**config.mk**
```make
export PLATFORM = sky130hd
export DESIGN_NAME = vga_frame_reader_flat
export DESIGN_NICKNAME = d
export VERILOG_FILES = /design/src/rtl/vga_frame_reader_if.sv /design/src/rtl/vga_frame_reader.sv /design/src/flat_wrapper.sv
export SDC_FILE = /design/constraint.sdc
export NUM_CORES = 1
export LEC_CHECK = 0
export ABC_AREA = 1
export BUFFER_PORTS_ARGS = -buffer_cell sky130_fd_sc_hd__buf_2
export CORE_MARGIN = 1
export CORE_UTILIZATION = 40
export DETAILED_ROUTE_END_ITERATION = 10
export GPL_ROUTABILITY_DRIVEN = 0
export PLACE_DENSITY = 0.57
export SLEW_MARGIN = 5
export SYNTH_ARGS = -nofsm -noshare
export SYNTH_HDL_FRONTEND = slang
export SYNTH_SLANG_ARGS = --single-unit
```
**constraint.sdc**
```tcl
create_clock -name clock -period 11.6 [get_ports clock]
set_input_delay 0 -clock clock [delete_from_list [all_inputs] [get_ports clock]]
set_output_delay 0 -clock clock [all_outputs]
set_load 0.02 [all_outputs]
```
**src/rtl/vga_frame_reader_if.sv**
```systemverilog
// Bus bundle between the frame reader and its neighbours: VGA read port,
// pipeline write stream, ZBT pad signals and the swap status.
interface vga_frame_reader_if #(
   parameter int LOG_MEM  = 36,
   parameter int LOG_ADDR = 19
);
   logic                frame_flag;
   logic                vga_flag;
   logic [9:0]          hcount;
   logic [9:0]          vcount;
   logic [LOG_MEM-1:0]  vga_pixel;
   logic                done_vga;
   // wr_* handshake: a word transfers on a rising edge where wr_valid and
   // wr_ready are both high; wr_x/wr_y/wr_data must be stable while wr_valid
   // is high, and wr_ready never depends combinationally on wr_valid.
   logic                wr_valid;
   logic                wr_ready;
   logic [8:0]          wr_x;
   logic [8:0]          wr_y;
   logic [LOG_MEM-1:0]  wr_data;
   logic [LOG_ADDR-1:0] mem_addr;
   logic                mem_we_b;
   logic [LOG_MEM-1:0]  mem_dout;
   logic                mem_dout_en;
   logic [LOG_MEM-1:0]  mem_din;
   logic                display_bank;
   logic                swap_pending;

   modport master (
      output frame_flag, vga_flag, hcount, vcount, wr_valid, wr_x, wr_y, wr_data, mem_din,
      input  vga_pixel, done_vga, wr_ready, mem_addr, mem_we_b, mem_dout, mem_dout_en,
             display_bank, swap_pending
   );

   modport slave (
      input  frame_flag, vga_flag, hcount, vcount, wr_valid, wr_x, wr_y, wr_data, mem_din,
      output vga_pixel, done_vga, wr_ready, mem_addr, mem_we_b, mem_dout, mem_dout_en,
             display_bank, swap_pending
   );
endinterface

```
**src/rtl/vga_frame_reader.sv**
```systemverilog
// ZBT arbiter with fixed-latency VGA reads, a buffered back-buffer write path
// and a front/back buffer swap that waits for the start of the next frame.
module vga_frame_reader #(
   parameter int LOG_MEM     = 36,
   parameter int LOG_ADDR    = 19,
   parameter int WFIFO_DEPTH = 8
) (
   input logic               clock,
   input logic               reset_b,
   vga_frame_reader_if.slave bus
);
   localparam int PW = $clog2(WFIFO_DEPTH);
   localparam int FW = LOG_MEM + 18;

   typedef enum logic {S_IDLE, S_PENDING} swap_state_t;

   swap_state_t        r_state;
   swap_state_t        w_state_next;
   logic               r_bank;
   logic [FW-1:0]      r_fifo [WFIFO_DEPTH];
   logic [PW-1:0]      r_wptr;
   logic [PW-1:0]      r_rptr;
   logic [PW:0]        r_count;
   logic               r_rv1;
   logic               r_rv2;
   logic               r_wv1;
   logic               r_wv2;
   logic [LOG_MEM-1:0] r_wd1;
   logic [LOG_MEM-1:0] r_wd2;

   logic               w_full;
   logic               w_empty;
   logic               w_push;
   logic               w_rd_grant;
   logic               w_wr_issue;
   logic               w_swap_fire;
   logic               w_bank_now;
   logic [FW-1:0]      w_head;
   logic [8:0]         w_head_x;
   logic [8:0]         w_head_y;
   logic [LOG_MEM-1:0] w_head_data;
   logic               w_unused_bits;

   assign w_unused_bits = ^{bus.hcount[0], bus.vcount[9]};

   assign w_full  = (r_count == (PW+1)'(WFIFO_DEPTH));
   assign w_empty = (r_count == '0);
   assign w_push  = bus.wr_valid & bus.wr_ready;

   // Reads always win; the reset gate keeps the address bus at zero while held.
   assign w_rd_grant = bus.vga_flag & reset_b;
   assign w_wr_issue = ~bus.vga_flag & ~w_empty;

   assign w_head      = r_fifo[r_rptr];
   assign w_head_y    = w_head[FW-1 -: 9];
   assign w_head_x    = w_head[FW-10 -: 9];
   assign w_head_data = w_head[LOG_MEM-1:0];

   // The swapping read already addresses the new front buffer.
   assign w_bank_now = r_bank ^ w_swap_fire;

   always_comb begin
      w_state_next = r_state;
      w_swap_fire  = 1'b0;
      case (r_state)
         S_IDLE: begin
            if (bus.frame_flag) w_state_next = S_PENDING;
         end
         S_PENDING: begin
            if (w_rd_grant && bus.hcount == 10'd0 && bus.vcount == 10'd0 &&
                w_empty && !r_wv1 && !r_wv2) begin
               w_swap_fire  = 1'b1;
               w_state_next = S_IDLE;
            end
         end
         default: w_state_next = S_IDLE;
      endcase
   end

   always_ff @(posedge clock or negedge reset_b) begin
      if (!reset_b) begin
         r_state <= S_IDLE;
         r_bank  <= 1'b0;
      end else begin
         r_state <= w_state_next;
         r_bank  <= w_bank_now;
      end
   end

   always_ff @(posedge clock) begin
      if (w_push) r_fifo[r_wptr] <= {bus.wr_y, bus.wr_x, bus.wr_data};
   end

   always_ff @(posedge clock or negedge reset_b) begin
      if (!reset_b) begin
         r_wptr  <= '0;
         r_rptr  <= '0;
         r_count <= '0;
      end else begin
         if (w_push)     r_wptr <= r_wptr + PW'(1);
         if (w_wr_issue) r_rptr <= r_rptr + PW'(1);
         case ({w_push, w_wr_issue})
            2'b10:   r_count <= r_count + (PW+1)'(1);
            2'b01:   r_count <= r_count - (PW+1)'(1);
            default: r_count <= r_count;
         endcase
      end
   end

   // Read and write return pipelines; data is zeroed when its valid is low.
   always_ff @(posedge clock or negedge reset_b) begin
      if (!reset_b) begin
         r_rv1 <= 1'b0;
         r_rv2 <= 1'b0;
         r_wv1 <= 1'b0;
         r_wv2 <= 1'b0;
         r_wd1 <= '0;
         r_wd2 <= '0;
      end else begin
         r_rv1 <= w_rd_grant;
         r_rv2 <= r_rv1;
         r_wv1 <= w_wr_issue;
         r_wv2 <= r_wv1;
         r_wd1 <= w_wr_issue ? w_head_data : '0;
         r_wd2 <= r_wd1;
      end
   end

   always_comb begin
      bus.mem_addr = '0;
      if (w_rd_grant)
         bus.mem_addr = LOG_ADDR'({w_bank_now, bus.vcount[8:0], bus.hcount[9:1]});
      else if (w_wr_issue)
         bus.mem_addr = LOG_ADDR'({~r_bank, w_head_y, w_head_x});
   end

   assign bus.mem_we_b     = ~w_wr_issue;
   assign bus.mem_dout     = r_wd2;
   assign bus.mem_dout_en  = r_wv2;
   assign bus.done_vga     = r_rv2;
   assign bus.vga_pixel    = r_rv2 ? bus.mem_din : '0;
   assign bus.wr_ready     = ~w_full & (r_state != S_PENDING);
   assign bus.display_bank = w_bank_now;
   assign bus.swap_pending = (r_state == S_PENDING);
endmodule

```
**src/flat_wrapper.sv**
```systemverilog
// flat-port wrapper written by rule: the top's interface ports become plain ports
module vga_frame_reader_flat 
#(
   parameter int LOG_MEM     = 36,
   parameter int LOG_ADDR    = 19,
   parameter int WFIFO_DEPTH = 8
)
  (clock, reset_b, bus_frame_flag, bus_vga_flag, bus_hcount, bus_vcount, bus_wr_valid, bus_wr_x, bus_wr_y, bus_wr_data, bus_mem_din, bus_vga_pixel, bus_done_vga, bus_wr_ready, bus_mem_addr, bus_mem_we_b, bus_mem_dout, bus_mem_dout_en, bus_display_bank, bus_swap_pending);
  vga_frame_reader_if #(.LOG_MEM(LOG_MEM), .LOG_ADDR(LOG_ADDR)) bus_i ();
  input logic clock;
  input logic reset_b;
  input wire logic [$bits(bus_i.frame_flag)-1:0] bus_frame_flag;
  input wire logic [$bits(bus_i.vga_flag)-1:0] bus_vga_flag;
  input wire logic [$bits(bus_i.hcount)-1:0] bus_hcount;
  input wire logic [$bits(bus_i.vcount)-1:0] bus_vcount;
  input wire logic [$bits(bus_i.wr_valid)-1:0] bus_wr_valid;
  input wire logic [$bits(bus_i.wr_x)-1:0] bus_wr_x;
  input wire logic [$bits(bus_i.wr_y)-1:0] bus_wr_y;
  input wire logic [$bits(bus_i.wr_data)-1:0] bus_wr_data;
  input wire logic [$bits(bus_i.mem_din)-1:0] bus_mem_din;
  output wire logic [$bits(bus_i.vga_pixel)-1:0] bus_vga_pixel;
  output wire logic [$bits(bus_i.done_vga)-1:0] bus_done_vga;
  output wire logic [$bits(bus_i.wr_ready)-1:0] bus_wr_ready;
  output wire logic [$bits(bus_i.mem_addr)-1:0] bus_mem_addr;
  output wire logic [$bits(bus_i.mem_we_b)-1:0] bus_mem_we_b;
  output wire logic [$bits(bus_i.mem_dout)-1:0] bus_mem_dout;
  output wire logic [$bits(bus_i.mem_dout_en)-1:0] bus_mem_dout_en;
  output wire logic [$bits(bus_i.display_bank)-1:0] bus_display_bank;
  output wire logic [$bits(bus_i.swap_pending)-1:0] bus_swap_pending;
  assign bus_i.frame_flag = bus_frame_flag;
  assign bus_i.vga_flag = bus_vga_flag;
  assign bus_i.hcount = bus_hcount;
  assign bus_i.vcount = bus_vcount;
  assign bus_i.wr_valid = bus_wr_valid;
  assign bus_i.wr_x = bus_wr_x;
  assign bus_i.wr_y = bus_wr_y;
  assign bus_i.wr_data = bus_wr_data;
  assign bus_i.mem_din = bus_mem_din;
  assign bus_vga_pixel = bus_i.vga_pixel;
  assign bus_done_vga = bus_i.done_vga;
  assign bus_wr_ready = bus_i.wr_ready;
  assign bus_mem_addr = bus_i.mem_addr;
  assign bus_mem_we_b = bus_i.mem_we_b;
  assign bus_mem_dout = bus_i.mem_dout;
  assign bus_mem_dout_en = bus_i.mem_dout_en;
  assign bus_display_bank = bus_i.display_bank;
  assign bus_swap_pending = bus_i.swap_pending;
  vga_frame_reader #(.LOG_MEM(LOG_MEM), .LOG_ADDR(LOG_ADDR), .WFIFO_DEPTH(WFIFO_DEPTH)) u_core (.clock(clock), .reset_b(reset_b), .bus(bus_i));
endmodule
```
* Word level (Yosys, flattened, before mapping)
Memory sizes are Yosys's and may differ from the RTL's.
Index checks and enable logic that the tools add are counted.
** Word-level totals
- Bits in registers :: 88
- Bits in writable memories :: 432
- Bits of input ports :: 115
- Output and inout bits :: 97
- Memories :: 1
** Cells by class
- Add/sub/neg operators :: 4
- Equality and inequality tests :: 3
- Multiplexer cells :: 12
- Bitwise gates (word level) :: 11
- Reduce and logical (&&, ||, !) cells :: 11
** Memory list
- u_core.r_fifo :: words 8, bits a word 54, rd ports 1, clocked after memory_dff 0, write ports 1, line vga_frame_reader.sv:20 : logic [FW-1:0] r_fifo [WFIFO_DEPTH];
** Operators with widths (count)
- 36-bit two-way mux :: 2
- 19-bit two-way mux :: 2
- 10-bit logical NOT :: 2
- 4-bit one-hot mux with 2 select lines :: 1
- 3-bit by 1-bit adder with 3-bit output, second input constant :: 2
- 1-bit two-way mux :: 6
- 1-bit inverter :: 6
- 1-bit logical AND :: 5
- 4-bit by 1-bit adder with 4-bit output, second input constant :: 1
- 1-bit AND :: 4
- 4-bit equality test, second input constant :: 1
- 4-bit logical NOT :: 1
- 4-bit by 1-bit subtractor with 4-bit output, second input constant :: 1
- 2-bit by 1-bit equality test with 1-bit output, second input constant :: 1
- 2-bit equality test, second input constant :: 1
- 1-bit logical NOT :: 2
- 1-bit one-hot mux with 2 select lines :: 1
- 2-bit nonzero test :: 1
- 1-bit XOR :: 1

* Longest topological paths before layout
Gate-level depths: netlist of run 1.
- Word-level depth :: 10
- Depth in mapped cells :: 13

* Worst setup path after synthesis of run 1
OpenSTA, ideal clock, no wires.
- Kind :: register to register
- Start :: register u_core.r_state, in the netlist u_core.bus.swap_pending
- End :: memory u_core.r_fifo[0][0] in the netlist's numbering (enable)
- Arrival time :: 3547 ps
- Data required time :: 11134 ps
- Path slack :: 7587 ps
- Cell stages (with the launch flop) :: 5
- Buffers on the path :: 0
- Clock period less this slack :: 4013 ps
- Path through :: dfrtp_1 > a31oi_2 > nand2_2 > or2_1 > nor2_1
** On the way
- Longest elaborated chain between the ends :: 5
** RTL lines
- start: declaration :: line vga_frame_reader.sv:17 : swap_state_t r_state;
- start signal: assignment :: line vga_frame_reader.sv:85 : r_state <= w_state_next;
- 1-bit inverter
- 1-bit AND :: line vga_frame_reader.sv:142 : assign bus.wr_ready = ~w_full & (r_state != S_PENDING);
- named net bus_wr_ready :: line flat_wrapper.sv:23 : output wire logic [$bits(bus_i.wr_ready)-1:0] bus_wr_ready;
- 1-bit AND :: line vga_frame_reader.sv:48 : assign w_push = bus.wr_valid & bus.wr_ready;
- 1-bit two-way mux :: line vga_frame_reader.sv:91 : if (w_push) r_fifo[r_wptr] <= {bus.wr_y, bus.wr_x, bus.wr_data};
- 1-bit two-way mux (implied by the code) :: line vga_frame_reader.sv:91
- end: declaration :: line vga_frame_reader.sv:20
The timed path passes the listed nets, and every way through them passes these cells.

* Worst setup path in the final report of run 1
- Start :: register u_core.r_rptr[0]
- End :: output port bus_mem_addr[1]
** On the way
- Longest elaborated chain between the ends :: 3
** RTL lines
- start: declaration :: line vga_frame_reader.sv:22 : logic [PW-1:0] r_rptr;
- start signal: assignment :: line vga_frame_reader.sv:101 : if (w_wr_issue) r_rptr <= r_rptr + PW'(1);
- memory 8 x 54 bit
- 19-bit two-way mux :: line vga_frame_reader.sv:133 : else if (w_wr_issue)
- 19-bit two-way mux :: line vga_frame_reader.sv:131 : if (w_rd_grant)
- end: declaration :: line flat_wrapper.sv:24 : output wire logic [$bits(bus_i.mem_addr)-1:0] bus_mem_addr;
Every way passes these cells.

==> metrics, run 1 <==
Slew @ Worst Pin 1050 ps; Overall Power 5.25 mW; DRC 0; # Post-CTS Setup Buffers 0; First-pass DRT Iterations 5; Yosys reg bits 520; Final #Nets 1976; setup repair after global routing missed its margin false; CTS Buffer Depth 3; Fmax 251 MHz; IO Count 212; Required @ worst endpoint 11600 ps; synth unique cells 31; slew margin rel. 0.303; Final period util 0.343; area grow syn2layout 19.7%; setup_tns 0 ps; core area 0.0493 sq mm; post-DR vias/cell 4.99; layout cell share with drive strength beyond 1 0.170; WL/cell 18.4 microns; Core Rows 81; initial antenna violation count 5; vias 12800; CP arrival 3980 ps; max-cap violations 0; DRT iter0 DRCs 866; initial core utilization 0.408; Final Max Slew Viols 0; syn_nets 1725; CTS tree built; clk root buf clkbuf_16; Avg Synthesized Cell Area 12.5 sq um; clk sinks 520; Syn Std Cell Area 0.0201 sq mm; most common cell in the netlist edfxtp_1; first-pass GRT wire length 71.8 mm; min Tclk post-route 3980 ps; P_leak 9.10 nW; final setup margin 7620 ps; YS warnings 0; CP max FO 129; asr flop ratio synth 0.169; PortBufs 211; EDFF count, synth 432; GRT overflow 0; antenna viol nets, final 0; skew final 11.6 ps; share of the synthesized area in the top cell type 0.646; Fin. Hold Viols 0; clock latency on the worst-skew pair 590 ps; Tot GR Track Use 0.186; Gate Count Post-Synth 1604; # setup viols final 0; Final HPWL DP 23.9 mm; vias in the first global route 12400; Clk pin slew, worst setup/hold paths 60 ps; VDD IR max 0.130 mV; CP Capture Type primary output; outcome completed; pre-CTS setup slack 8210 ps; Die W 226 microns; Die Footprint 0.0511 sq mm; pwr dens 218 mW/mm^2; # resized after CTS 0; class of the worst hold path in2async; critical path class reg2out; Synth Flop Type edfxtp_1; largest area contributor in the netlist edfxtp_1; Worst setup SP type flop; Die H 226 microns; final WL 47.2 mm; sequential share of the synthesized area 0.755; Synth top cells by count edfxtp_1 (432), nor2_1 (416), o21ai_0 (250); ranking of synthesized cells by area edfxtp_1 (65%), dfrtp_1 (11%), nor2_1 (7.8%), o21ai_0 (6.2%), nand2_1 (1.9%); # H-tree levels 2; largest net degree at the start of global routing 130; TritonCTS buffer count 52
[routing by layer]
metal | routed length (microns) | GRT usage | vias to the layer above
met5 | 35 | 0 | -
li1 | - | - | 6101
met3 | 2390 | 0.0324 | 62
met4 | 655 | 0.0416 | 6
met1 | 21300 | 0.248 | 6308
met2 | 22800 | 0.317 | 308
[critical path: stages, from the launching register on]
cell and delay [ps]:
dfrtp_4 750, inv_6 810, buf_4 860, nor2_1 110, nor2_1 130, o21ai_0 90
o211ai_1 120, nand3_1 140, nand2_1 100, buf_2 160
[placed cells by master, fill, tap and decap left out, types with 2 or more instances in the layout]
master / n
a21oi_1: 3
clkinv_1: 5
o21ai_0: 250
bufinv_16: 3
nand2_1: 103
o21ai_1: 77
clkbuf_16: 54
ha_1: 5
dfrtp_4: 2
inv_1: 58
o211ai_1: 37
buf_4: 19
clkbuf_1: 18
nor2_1: 408
clkinv_2: 6
clkbuf_8: 10
edfxtp_1: 432
nand3_1: 24
xor2_1: 4
inv_2: 2
nor2_4: 9
dfrtp_1: 85
buf_2: 210
dlygate4sd3_1: 61
[where the power goes]
part	internal (mW)	switching (mW)	leakage, nW	total [mW]
Clock	0.985	0.680	0.839	1.66
Sequential	2.13	0.132	4.99	2.26
Combinational	0.421	0.902	3.27	1.32
[worst paths after layout]
| path | start | end | slack [ps] | depth (start not counted) |
|---|---|---|---|---|
| min | reset_b | u_core.bus.mem_dout[28] | 40 | 3 |
| max reg2reg | u_core.r_rptr[0] | u_core.r_wd1[20] | 8410 | 6 |
| max | u_core.r_rptr[0] | bus_mem_addr[1] | 7620 | 9 |
| min reg2reg | u_core.r_wd1[14] | u_core.bus.mem_dout[14] | 350 | 0 |
| min in group clock | bus_vcount[6] | u_core.r_bank | 40 | 7 |
| max in group asynchronous | reset_b | u_core.r_rptr[1] | 10710 | 3 |
[cell families (layout without fill, tap and decap cells)]
| kind of cell | count (synthesis) | in the layout | share of synthesized area |
|---|---|---|---|
| simple gates | 549 | 549 | 0.105 |
| flops | 520 | 520 | 0.755 |
| compound gates | 369 | 369 | 0.0970 |
| buf+inv | 155 | 450 | 0.0366 |
| fa+ha+maj | 6 | 6 | 0.00411 |
| xor+xnor | 5 | 5 | 0.00218 |
| other cells | 0 | 1 | 0 |
[metrics by stage]
| stage | hold slack, ps | instance area [sq um] | utilization | instances |
|---|---|---|---|---|
| after floorplan | -296 | 20100 | - | 1604 |
| final | 40.5 | 24000 | 0.488 | 2564 |
| after CTS | 5.59 | 24000 | 0.488 | 2563 |
| after detailed placement | 65.3 | 21700 | 0.440 | 2403 |
| after global placement | 61.2 | 21700 | 0.440 | 2403 |
| after global routing | 46.6 | 24000 | 0.488 | 2564 |
[state kept, by name, summed over array words and instances, names as in the netlist]
signal	cells
u_core.r_fifo	432
u_core.bus.mem_dout	36
u_core.r_wd1	36
u_core.r_count	4
u_core.r_rptr	3
u_core.r_wptr	3
u_core.bus.done_vga	1
u_core.bus.mem_dout_en	1
u_core.bus.swap_pending	1
u_core.r_bank	1
u_core.r_rv1	1
u_core.r_wv1	1
[timing repair]
action,in CTS,in global routing
hold buffers,62,0
endpoints found under the setup margin,0,0
endpoints found under the hold margin,474,0
[cell type report]
type | count | area [sq um]
Clock buffer | 82 | 1560
Clock inverter | 16 | 163
Fill cell | 4301 | 25200
Antenna cell | 1 | 2.50
Timing Repair Buffer | 291 | 1820
Sequential cell | 520 | 15200
Inverter | 61 | 234
Multi-Input combinational cell | 929 | 4250
Tap cell | 664 | 831
Power figures use the tool's default switching activity.
==> run 2, diff against run 1 <==
==> constraint.sdc (replaced) <==
create_clock -name clock -period 3.8 [get_ports clock]
set_input_delay 0 -clock clock [delete_from_list [all_inputs] [get_ports clock]]
set_output_delay 0 -clock clock [all_outputs]
set_load 0.02 [all_outputs]
==> run 2 against run 1 <==
Compared with the run above:
- critical path depth up 4
- core utilization increased by 0.37 points
- flip-flop and latch count is the same
- routed wire length fell by 3.3%
- via count down 0.63%
- first-iteration DRC count grew 15%
- critical endpoint is now bus_display_bank
- largest power group unchanged
==> metrics, run 2 (same netlist as run 1, synthesis figures left out) <==
Final HPWL DP 25.5 mm (+6.9%); Die W 226 microns (unchanged); first-pass GRT wire length 69.6 mm (-3.0%); R2R setup slack 860 ps (-7550 ps); setup_tns 0 ps (unchanged); P_leak 9.18 nW (+0.83%); DRT iter0 DRCs 992 (+15%); vias in the first global route 12300 (-0.58%); Hold WS 232 ps (+192 ps); antenna viol nets, final 0 (unchanged); PortBufs 211 (unchanged); Fin. Hold Viols 0 (unchanged); class of the worst hold path in2reg; Crit path buffers/inverters 8 (+5); clk root buf clkbuf_16; worst-path cell chain dlygate4sd3_1, dlygate4sd3_1, buf_4, nand2_1, inv_1, buf_4, nand3_1, dlygate4sd3_1, nor2_1, dlygate4sd3_1, nand3_1, and2_1, buf_2; Die Footprint 0.0511 sq mm (unchanged); skew final 10.6 ps (-1.03 ps); layout cell share with drive strength beyond 1 0.172 (+0.00287); Crit path top cell by count dlygate4sd3_1; pre-CTS setup slack 1210 ps (-7000 ps); Filler Cells Inserted 4350 (+1.1%); initial core utilization 0.408 (unchanged); Core Util, Final 0.492 (+0.00368); IO Count 212 (unchanged); Fmax 294 MHz; Core Rows 81 (unchanged); initial antenna violation count 4 (-1); GRT overflow 0 (unchanged); TritonCTS buffer count 53 (+1.9%); setup repair after global routing missed its margin false; area grow syn2layout 20.6%; commonest non-fill, non-tap cell in the layout edfxtp_1; Slew @ Worst Pin 1070 ps (+21.1 ps); Final Cell Area 0.0242 sq mm (+0.75%); clk sinks 520 (unchanged); First-pass DRT Iterations 4 (-1); # resized after CTS 0 (unchanged); largest stage delay on the critical path 580 ps (-280 ps); most frequent cells in the layout edfxtp_1 (432), nor2_1 (408), o21ai_0 (250); Final Max Slew Viols 0 (unchanged); Largest register FFs 432 (unchanged); clock latency on the worst-skew pair 580 ps (about the same); CP arrival 3400 ps (-580 ps); delay-heaviest family, CP buffers and inverters; WL/cell 17.7 microns (-3.7%); Final #Nets 1987 (+0.56%); CTS tree built; core area 0.0493 sq mm (unchanged); CP max FO 21 (-84%); outcome completed; CTS Buffer Depth 3 (unchanged); final setup margin 403 ps (-7220 ps); vias 12700 (-0.63%); VDD IR max 0.427 mV (+230%); DRC 0 (unchanged); non-filler cells, final 2574 (+0.39%); Worst setup SP type input port; pwr dens 668 mW/mm^2 (+210%); Top reg by flops u_core.r_fifo; final WL 45.6 mm (-3.3%); max-cap violations 0 (unchanged); Die H 226 microns (unchanged); Placed Cells 2410 (+0.29%); Required @ worst endpoint 3800 ps (-7800 ps); post-DR vias/cell 4.94 (-1.0%); # Post-CTS Setup Buffers 0 (unchanged); CP Capture Type primary output; Clk pin slew, worst setup/hold paths 60 ps (about the same); critical path class in2out; # setup viols final 0 (unchanged); Tot GR Track Use 0.178 (-0.00764); dpl cell area 0.0218 sq mm (+0.70%); # H-tree levels 2 (unchanged); slew margin rel. 0.289 (-0.0141); Worst path slowest cell dlygate4sd3_1; min Tclk post-route 3400 ps; largest net degree at the start of global routing 219 (+68%); Overall Power 16.2 mW (+210%); Final period util 0.894
run 2: cell count changes in the layout (fill, tap and decap cells not counted):
cell           change
dlygate4sd3_1      +3
inv_6              +1
clkbuf_1           -1
clkinv_8           -1
clkinv_2           +1
diode_2            +1
buf_4              -1
clkbuf_8           -2
bufinv_16          +1
buf_12             +8
run 2: final cells by class:
class,count,area [sq um],area share
antenna,2,5.00,0.000207
clock buffer,79,1530,0.0630
clock inverter,18,190,0.00785
inverter,61,234,0.00966
multi-input combinational,929,4250,0.175
sequential,520,15200,0.627
tap,664,831,0.0343
timing repair buffer,301,2010,0.0829
run 2: routing by layer:
metal	global-route usage	routed length [microns]
met2	0.291	21400
met3	0.0281	2460
met1	0.247	20900
met4	0.0490	833
met5	0	34
run 2: worst reg2reg max path, stage by stage (launching register included):
cell,delay [ps]
dfrtp_1,400
inv_1,100
nor2_1,90
nand3_1,70
dlygate4sd3_1,570
nor2_1,170
dlygate4sd3_1,580
nand3_1,90
and2_1,190
dlygate4sd3_1,560
run 2: path summary, 6_finish.rpt:
path                                              start                      end  cells past startpoint
worst max-delay path                            reset_b         bus_display_bank                     13
worst min-delay path                    bus_wr_data[29]     u_core.r_fifo[1][29]                      2
worst max register to register  u_core.bus.swap_pending            u_core.r_bank                      9
worst min register to register         u_core.r_wd1[34]  u_core.bus.mem_dout[34]                      0
max in group asynchronous                       reset_b         u_core.r_rptr[1]                      4
min in group asynchronous                       reset_b  u_core.bus.mem_dout[31]                      4
run 2: what timing repair did:
item | in CTS | in global routing
endpoints found under the hold margin | 478 | 0
setup endpoints to repair | 0 | 0
hold buffers | 65 | 0
run 2: power by group:
| part | switching (mW) | internal [mW] | total (mW) |
|---|---|---|---|
| combinational | 3.00 | 1.34 | 4.34 |
| clock | 2.07 | 3.03 | 5.11 |
| sequential | 0.223 | 6.51 | 6.73 |
| total | 5.29 | 10.9 | 16.2 |
==> run 3, diff against run 2 <==
--- a/config.mk
+++ b/config.mk
@@ -12,7 +12,6 @@
 export DETAILED_ROUTE_END_ITERATION = 10
 export GPL_ROUTABILITY_DRIVEN = 0
 export PLACE_DENSITY = 0.57
-export SLEW_MARGIN = 5
 export SYNTH_ARGS = -nofsm -noshare
 export SYNTH_HDL_FRONTEND = slang
 export SYNTH_SLANG_ARGS = --single-unit
==> constraint.sdc (replaced) <==
create_clock -name clock -period 4.1 [get_ports clock]
set_input_delay 0 -clock clock [delete_from_list [all_inputs] [get_ports clock]]
set_output_delay 0 -clock clock [all_outputs]
set_load 0.02 [all_outputs]
==> run 3 against run 2 <==
Compared with the run above:
- clock power down 3%
- non-clock buffer count shrank 7
- sequential share of layout area decreased by 0.12 points
- register-to-register slack better by 680 ps
- final cell count about the same
- core utilization increased by 0.091 points
- worst hold slack got worse by 220 ps
- clock skew increased by 6.0 ps
- power decreased by 6.0%
==> metrics, run 3 (same netlist as run 1, synthesis figures left out) <==
outcome completed; Core Rows 81 (unchanged); post-DR vias/cell 4.94 (about the same); Reg power frac 0.416 (about the same); WL/cell 18.0 microns (+1.5%); Final period util 0.712; initial antenna violation count 7 (+3); # Post-CTS Setup Buffers 0 (unchanged); VDD IR max 0.847 mV (+98%); R2R depth 6 (-3); TritonCTS buffer count 54 (+1.9%); critical path class reg2out; vias in the first global route 12500 (+1.1%); DRC 0 (unchanged); dpl cell area 0.0218 sq mm (-0.31%); sw frac 0.324 (-0.00328); first-pass GRT wire length 70.2 mm (+0.72%); GRT overflow 0 (unchanged); pwr dens 627 mW/mm^2 (-6.2%); IO Count 212 (unchanged); Required @ worst endpoint 4100 ps (+300 ps); setup_tns 0 ps (unchanged); min Tclk post-route 2920 ps; antenna viol nets, final 0 (unchanged); Final HPWL DP 23.7 mm (-7.2%); Clk pin slew, worst setup/hold paths 60 ps (about the same); Die H 226 microns (unchanged); core area 0.0493 sq mm (unchanged); # resized after CTS 0 (unchanged); CP Capture Type primary output; CP max FO 99 (+370%); setup repair after global routing missed its margin false; vias 12700 (+0.13%); DRT iter0 DRCs 938 (-5.4%); non-filler cells, final 2576 (+0.078%); Tot GR Track Use 0.181 (+0.00320); Hold WS 12.2 ps (-220 ps); skew final 16.6 ps (+6.01 ps); initial core utilization 0.408 (unchanged); largest net degree at the start of global routing 219 (unchanged); Top reg by flops u_core.r_fifo; clock latency on the worst-skew pair 600 ps (+20 ps); CTS tree built; Final Cell Area 0.0243 sq mm (+0.19%); clk sinks 520 (unchanged); CP arrival 2920 ps (-480 ps); CTS Buffer Depth 3 (unchanged); combinational share of power 0.256 (-0.012); First-pass DRT Iterations 5 (+1); Fmax 343 MHz; PortBufs 211 (unchanged); Largest register FFs 432 (unchanged); NetSw 4.93 mW (-6.9%); # H-tree levels 2 (unchanged); P_int 10.3 mW (-5.5%); Placed Cells 2406 (-0.17%); # setup viols final 0 (unchanged); Die Footprint 0.0511 sq mm (unchanged); class of the worst hold path in2async; final WL 46.3 mm (+1.5%); Fin. Hold Viols 0 (unchanged); Die W 226 microns (unchanged); max-cap violations 0 (unchanged); Clk pwr share 0.327 (+0.011); Final #Nets 1981 (-0.30%); commonest non-fill, non-tap cell in the layout edfxtp_1; most frequent cells in the layout edfxtp_1 (432), nor2_1 (408), o21ai_0 (250); Filler Cells Inserted 4273 (-1.8%); slew margin rel. 0.250 (-0.0396); Slew @ Worst Pin 1130 ps (+59.4 ps); area grow syn2layout 20.8%; Worst setup SP type flop; clk root buf clkbuf_16; P_leak 9.20 nW (+0.27%); Final Max Slew Viols 0 (unchanged); layout cell share with drive strength beyond 1 0.176 (+0.00385)
run 3: cell count changes in the layout (fill, tap and decap cells not counted):
cell,previous run,this run
clkbuf_16,54,55
clkinv_1,5,3
buf_4,18,17
diode_2,2,6
clkbuf_1,17,13
clkinvlp_4,1,2
clkbuf_8,8,9
bufinv_16,4,6
inv_6,2,1
buf_12,9,6
dlygate4sd3_1,64,61
clkinv_2,7,12
clkinv_8,0,2
run 3: area by class of cell:
type,instances,area [sq um],area share
flip-flops and latches,520,15200,0.626
multi-input cells,929,4250,0.175
repair buffers,294,1910,0.0787
clock buffers,77,1550,0.0638
well taps,664,831,0.0342
clock inverters,25,299,0.0123
inverters,61,234,0.00964
diodes,6,15.0,0.000619
run 3: critical path, cell delays in order, from the launching register on:
cell and delay [ps]:
dfrtp_4 1170, buf_12 380, nor2_1 80, o21ai_0 80, o211ai_1 110, nand3_1 240
nand2_1 70, buf_2 160
run 3: path summary, 6_finish.rpt:
kind | startpoint | to | slack (ps)
setup / recovery | u_core.r_rptr[1] | bus_mem_addr[15] | 1180
hold / removal | reset_b | u_core.bus.mem_dout[32] | 10
setup reg to reg | u_core.r_count[2] | u_core.r_fifo[6][26] | 1540
hold reg to reg | u_core.r_wd1[32] | u_core.bus.mem_dout[32] | 330
max in group asynchronous | reset_b | u_core.r_rptr[0] | 3280
min in group clock | bus_vga_flag | u_core.r_count[0] | 30
run 3: through the flow:
step | setup WS (ps) | power, mW | utilization
6_report | 1180 | 15.2 | 0.493
4_1_cts | 1140 | 15.4 | 0.492
2_1_floorplan | 86.8 | 9.19 | -
5_1_grt | 935 | 16.1 | 0.493
3_5_place_dp | 1550 | 10.3 | 0.442
3_3_place_gp | 1590 | 10.3 | 0.442
run 3: metal layers:
layer  GRT usage  vias up  part of all wire  wire [microns]
li1            -     6117                 -               -
met1       0.242     6171              0.45           20800
met2       0.297      358              0.47           21700
met3      0.0386       70             0.062            2860
met4      0.0545        4             0.020             926
met5           0        -           0.00048              22
run 3: what timing repair did:
item                                    CTS  global route
endpoints found under the setup margin    0             0
hold buffers                             62             0
endpoints found under the hold margin   476             0
run 3: power by group through the flow:
stage,sequential [mW],clock (mW),combinational (mW)
floorplan,6.39,0,2.80
global placement,6.45,0,3.82
detailed placement,6.45,0,3.88
CTS,6.34,5.10,3.94
global route,6.38,5.29,4.42
finish,6.33,4.98,3.89
